$ cat config.mk
export PLATFORM = sky130hd
export DESIGN_NAME = pe_ws_acc
export DESIGN_NICKNAME = d
export VERILOG_FILES = /design/src/rtl/pe_ws_acc.sv
export SDC_FILE = /design/constraint.sdc
export NUM_CORES = 1
export LEC_CHECK = 0
export BUFFER_PORTS_ARGS = -buffer_cell sky130_fd_sc_hd__buf_2
export CELL_PAD_IN_SITES_DETAIL_PLACEMENT = 1
export CELL_PAD_IN_SITES_GLOBAL_PLACEMENT = 1
export CORE_ASPECT_RATIO = 1.75
export CORE_MARGIN = 2
export CORE_UTILIZATION = 47
export CTS_CLUSTER_SIZE = 25
export DETAILED_ROUTE_END_ITERATION = 7
export PLACE_DENSITY_LB_ADDON = 0.08
export SLEW_MARGIN = 20
export SYNTH_ARGS = -nofsm -noshare
export SYNTH_HDL_FRONTEND = slang
export SYNTH_SLANG_ARGS = --single-unit
$ cat constraint.sdc
create_clock -name clk -period 5.8 [get_ports clk]
set_input_delay 0.87 -clock clk [delete_from_list [all_inputs] [get_ports clk]]
set_output_delay 0.87 -clock clk [all_outputs]
set_load 0.05 [all_outputs]
$ cat src/rtl/pe_ws_acc.sv
// pe_ws_acc: weight-stationary systolic PE.
// It has a double-buffered weight, valid-tagged operands and a sticky
// misalignment error flag.
//
// Ports:
//   clk, rst        : clock and async active-high reset
//   w_in/w_load     : weight shift chain in (from PE above)
//   w_out/w_load_out: shadow weight and load, registered (to PE below)
//   w_swap          : commit shadow weight to active weight
//   w_swap_out      : w_swap registered (to PE right)
//   act_in/_valid_in: activation from the left
//   act_out/_valid_out: activation to the right, 1-cycle latency
//   psum_in/_valid_in : partial sum from above
//   psum_out/_valid_out: psum_in + act_in*active_w, registered
//   err             : sticky flag, set when exactly one operand is valid
//   sat_flag        : result saturated this cycle (PE_ACC_SAT_EN only)
//
// Build option: define PE_ACC_SAT_EN to saturate on accumulator
// overflow. Without it, the result wraps.
module pe_ws_acc #(
    parameter int DATA_W = 8,
    parameter int ACC_W  = 24
) (
    input  logic              clk,
    input  logic              rst,
    input  logic [DATA_W-1:0] w_in,
    input  logic              w_load,
    output logic [DATA_W-1:0] w_out,
    output logic              w_load_out,
    input  logic              w_swap,
    output logic              w_swap_out,
    input  logic [DATA_W-1:0] act_in,
    input  logic              act_valid_in,
    output logic [DATA_W-1:0] act_out,
    output logic              act_valid_out,
    input  logic [ACC_W-1:0]  psum_in,
    input  logic              psum_valid_in,
    output logic [ACC_W-1:0]  psum_out,
    output logic              psum_valid_out,
    output logic              err
`ifdef PE_ACC_SAT_EN
    ,
    output logic              sat_flag
`endif
);

    if (ACC_W < 2*DATA_W) begin : g_bad_acc_w
        $error("pe_ws_acc: ACC_W must be >= 2*DATA_W");
    end

    localparam int PW = 2*DATA_W;

    logic [DATA_W-1:0] r_shadow_w;
    logic [DATA_W-1:0] r_active_w;
    logic              r_w_load;
    logic              r_w_swap;
    logic [DATA_W-1:0] r_act;
    logic              r_act_v;
    logic [ACC_W-1:0]  r_psum;
    logic              r_psum_v;
    logic              r_err;

    logic [PW-1:0]     w_act_x;
    logic [PW-1:0]     w_wt_x;
    logic [PW-1:0]     w_prod;
    logic [ACC_W:0]    w_prod_x;
    logic [ACC_W:0]    w_psum_x;
    logic [ACC_W:0]    w_sum;
    logic [ACC_W-1:0]  w_res;
    logic              w_both;
    logic              w_one;

    // Sign-extending both operands to the product width first means
    // that the low PW bits of the product are the exact signed product.
    assign w_act_x  = {{DATA_W{act_in[DATA_W-1]}}, act_in};
    assign w_wt_x   = {{DATA_W{r_active_w[DATA_W-1]}}, r_active_w};
    assign w_prod   = w_act_x * w_wt_x;
    assign w_prod_x = {{(ACC_W+1-PW){w_prod[PW-1]}}, w_prod};
    assign w_psum_x = {psum_in[ACC_W-1], psum_in};
    assign w_sum    = w_psum_x + w_prod_x;

    assign w_both = act_valid_in & psum_valid_in;
    assign w_one  = act_valid_in ^ psum_valid_in;

`ifdef PE_ACC_SAT_EN
    logic w_ovf;
    logic r_sat;

    // The sum overflows when the extra sign bit disagrees with bit ACC_W-1.
    assign w_ovf = w_sum[ACC_W] ^ w_sum[ACC_W-1];

    always_comb begin
        w_res = w_sum[ACC_W-1:0];
        if (w_ovf) begin
            if (w_sum[ACC_W])
                w_res = {1'b1, {(ACC_W-1){1'b0}}};
            else
                w_res = {1'b0, {(ACC_W-1){1'b1}}};
        end
    end

    always_ff @(posedge clk or posedge rst) begin
        if (rst)
            r_sat <= 1'b0;
        else
            r_sat <= w_both & w_ovf;
    end

    assign sat_flag = r_sat;
`else
    logic w_unused_sign;

    assign w_unused_sign = w_sum[ACC_W];
    assign w_res         = w_sum[ACC_W-1:0];
`endif

    always_ff @(posedge clk or posedge rst) begin
        if (rst) begin
            r_shadow_w <= '0;
            r_active_w <= '0;
            r_w_load   <= 1'b0;
            r_w_swap   <= 1'b0;
            r_act      <= '0;
            r_act_v    <= 1'b0;
            r_psum     <= '0;
            r_psum_v   <= 1'b0;
            r_err      <= 1'b0;
        end else begin
            // With load and swap in the same cycle, the swap commits
            // the pre-shift shadow value.
            if (w_load)
                r_shadow_w <= w_in;
            if (w_swap)
                r_active_w <= r_shadow_w;
            r_w_load <= w_load;
            r_w_swap <= w_swap;
            r_act    <= act_in;
            r_act_v  <= act_valid_in;
            r_psum_v <= w_both;
            if (w_both)
                r_psum <= w_res;
            if (w_one)
                r_err <= 1'b1;
        end
    end

    assign w_out          = r_shadow_w;
    assign w_load_out     = r_w_load;
    assign w_swap_out     = r_w_swap;
    assign act_out        = r_act;
    assign act_valid_out  = r_act_v;
    assign psum_out       = r_psum;
    assign psum_valid_out = r_psum_v;
    assign err            = r_err;

endmodule
# Yosys cells after proc, flatten, opt, wreduce, memory -nomap -nowiden
# Index checks and enable logic that the tools add are counted.
# classes
mul	1
bitwise	2
addsub	1
# op_table
op	n
24-bit by 16-bit adder with 24-bit output	1
8-bit by 8-bit multiplier with 16-bit output	1
1-bit AND	1
1-bit bitwise XOR	1
# word_totals
inputBits	46
register_bits	53

# Logic depth before layout (Yosys ltp)
# logic_depth
depth_word	2
ltp_mapped	18
depth_no_buf	17

# Worst setup path before layout
# No wires, ideal clock.
# synth_path
kind	in2reg
start	input act_in[7]
end	register r_psum[18], in the netlist psum_out[18]
slack_ps	32
arrival_time_ps	5643
stages	15
cell_sequence	and2_1 inv_1 fa_1 inv_1 fa_1 fa_1 fa_1 fa_1 ha_1 o21ai_0 o21ai_2 a31oi_4 o21ai_1 xor2_1 mux2_2
# synth_between
elab_chain_cells	2
# synth_rtl
element	line	source
start: declaration	32	input logic [DATA_W-1:0] act_in,
8-bit by 8-bit multiplier with 16-bit output	77	assign w_prod = w_act_x * w_wt_x;
24-bit by 16-bit adder with 24-bit output	80	assign w_sum = w_psum_x + w_prod_x;
end signal: assignment	141	r_psum <= w_res;
end: declaration	59	logic [ACC_W-1:0] r_psum;
# Every way passes these cells.
# A chain may end at the register's enable or synchronous reset.

# Final worst setup path
# layout_path
start	input act_in[7]
end	register r_psum[23], in the netlist psum_out[23]
# Same word-level chain as after synthesis.

==> metrics.md <==
| Metric | Value |
|---|---|
| Final Net Count | `826` |
| Vias in the first global route | `4901` |
| Final setup margin | `about 0.45 ns` |
| Slew @ Worst Pin | `0.529 ns` |
| Final hold slack | `0.464 ns` |
| I/O pin cnt | `91` |
| Core Region | `12500 µm²` |
| Post-synthesis sequential area ratio | `0.221` |
| Total grt overflow | `0` |
| Root Driver | `clkbuf_16` |
| Total CTS buffers | `5` |
| Hold Buf Count CTS | `0` |
| Yosys top cell by area | `fa_1` |
| Reg2Reg Depth | `14` |
| HPWL Detailed | `13000 µm` |
| Starting Density | `0.481` |
| Antenna Nets Post-Route | `0` |
| Clock Pin Slew Worst Setup and Hold Paths | `~0.080 ns` |
| Worst min path class | `reg -> reg` |
| Largest net degree at the start of global routing | `33` |
| Post-synthesis cell count | `523` |
| Mapped Nets | `728` |
| Pre-CTS setup slack | `0.158 ns` |
| Max Cap Viol | `0` |
| Critical R2R Capture | `psum_out[23]` |
| Drt first pass iters | `4` |
| CP Data Arrival Time | `5.53 ns` |
| Max Slew Vio Count | `0` |
| Complex-gate fraction of the synthesized area | `0.0808` |
| Port bufs | `90` |
| Critical R2R Launch | `r_active_w[2]` |
| Die W | `around 89 µm` |
| Post-synth EDFFs | `0` |
| Syn. warnings | `0` |
| Area growth from synthesis to layout | `14.2%` |
| DR vias/cell | `5.26` |
| WHS Path Cells | `1` |
| RSZ-0062 raised after global routing | `no` |
| Main synth FF type | `dfrtp_1` |
| Most numerous cell in the Yosys netlist | `fa_1` |
| Yosys cell types | `45` |
| Area contributors post-synth | `fa_1 35%, dfrtp_1 22%, ha_1 11%` |
| Fin. Hold Viols | `0` |
| CTS tree | `built` |
| Post-synth top area share | `0.346` |
| Synth Area in XOR/XNOR | `0.0291` |
| Async set-reset flop share out of synthesis | `1.00` |
| Worst hold start | `err` |
| Synth Area in Adders | `0.461` |
| Startpoint types | `input port` |
| Endpoints failing setup | `0` |
| Largest family of logic cells by synthesized area | `adder cells` |
| First-pass GRT wire length | `24900 µm` |
| DIE HEIGHT | `between 150 and 200 µm` |
| Synthesized flop and latch total | `53` |
| Setup CP Type | `in -> reg` |
| Req. time, crit path | `5.98 ns` |
| Simple-gate share of the synthesized area | `0.0897` |
| Final Wtd Congestion | `0.851` |
| Status | `complete, no violations` |
| # Post-CTS Setup Buffers | `0` |
| CTS Buffer Depth | `2` |
| Post-CTS Resized | `0` |
| Post-route DRC | `0` |
| Initial antenna violation count | `0` |
| Period minus WS final | `5.35 ns` |
| Syn Area/Cell | `11.5 µm²` |
| Initial drt markers | `69` |
| DRT Wirelength | `14900 µm` |
| Post-synthesis mux area share | `0.0618` |
| Tcrit/Tclk final | `0.922` |
| Critical path endpoint category | `flop` |
| Die ar. | `approximately 14000 µm²` |
| Max Clock Skew | `0.00942 ns` |
| Crit-path max FO | `9` |
| Relative slew margins | `0.647` |
| Clock Sinks | `53` |
| Share of cells above drive strength 1 | `0.243` |
| Avg WL per Cell | `18.9 µm` |
| Vias | `4152` |
| Post-Syn Area | `6010 µm²` |
| H-tree levels | `2` |
| Flop2flop setup slack | `0.58 ns` |
| Std-Cell Rows | `54` |
| FMAX | `187 MHz` |
| Hold Path Sink | `err` |
| Finished Core Util | `0.549` |
| Setup TNS | `0 ns` |
| N_diodes | `0` |
| Gr usage total | `0.238` |
| Synth cell count leaders | `104 x fa_1, 83 x inv_1, 55 x ha_1, 53 x dfrtp_1, 36 x and2_1` |
| Clock Latency Late Sink | `0.30 ns` |
per-layer routing:
metal / global-route usage / vias up / part of all wire
met3: 0.0209 / 25 / 0.020
li1: - / 1883 / -
met4: 0.0803 / 0 / 0.029
met2: 0.471 / 83 / 0.61
met1: 0.247 / 2161 / 0.34
met5: 0 / - / 0
cell usage in the layout (no fill, tap or decap), types with 7 or more instances in the layout:
cell type / count
xnor2_1: 15
a21o_1: 13
buf_4: 9
inv_1: 82
mux2_2: 33
nand2_1: 28
buf_2: 90
o21ai_1: 7
a21oi_1: 13
and2_1: 36
dfrtp_1: 53
ha_1: 55
nor2_1: 10
fa_1: 104
per-stage QoR:
stage / instances / cell area, µm²
finish: 790 / 6860
global route: 790 / 6860
CTS: 790 / 6860
detailed placement: 782 / 6710
global placement: 782 / 6710
floorplan: 523 / 6010
sequential cells by signal (all words and copies together) (netlist names):
| signal | cells |
|---|---|
| act_valid_out | 1 |
| act_out | 8 |
| w_out | 8 |
| r_active_w | 8 |
| w_load_out | 1 |
| psum_out | 24 |
| psum_valid_out | 1 |
| err | 1 |
| w_swap_out | 1 |
critical path: stages:
cell,delay (ns)
buf_2,0.16
nand2_1,0.17
fa_1,0.58
fa_1,0.67
inv_1,0.23
fa_1,0.55
fa_1,0.41
ha_1,0.28
ha_1,0.37
a21o_1,0.25
a31oi_1,0.27
o22a_1,0.19
o211ai_1,0.11
xnor2_1,0.30
a21oi_1,0.11
worst max path at each step:
stage / start / end / slack [ns] / cells past startpoint
6_report: act_in[7] / psum_out[23] / 0.45 / 15
4_1_cts: act_in[7] / psum_out[23] / 0.47 / 15
5_1_grt: act_in[7] / psum_out[23] / 0.23 / 15
2_1_floorplan: act_in[7] / psum_out[18] / 0.03 / 15
3_3_place_gp: act_in[7] / psum_out[23] / 0.25 / 15
3_5_place_dp: act_in[7] / psum_out[23] / 0.16 / 15
cells by family after synthesis:
family                     Yosys count
AOI/OAI and AO/OA                   67
xor gates and xnor gates            20
adders and majority gates          159
buffers and inverters               91
DFF                                 53
muxes                               33
and+or+nand+nor                    100
layout make-up:
cell class	instances	area (µm²)
clock buffers	5	125
multi-input cells	379	4340
well taps	168	210
inverters	83	312
flip-flops and latches	53	1330
fillers	1394	5640
repair buffers	99	518
clock inverters	3	28.8
Power is not shown: default switching activity piles up to over one toggle a cycle in this logic, so the estimate is an artifact.
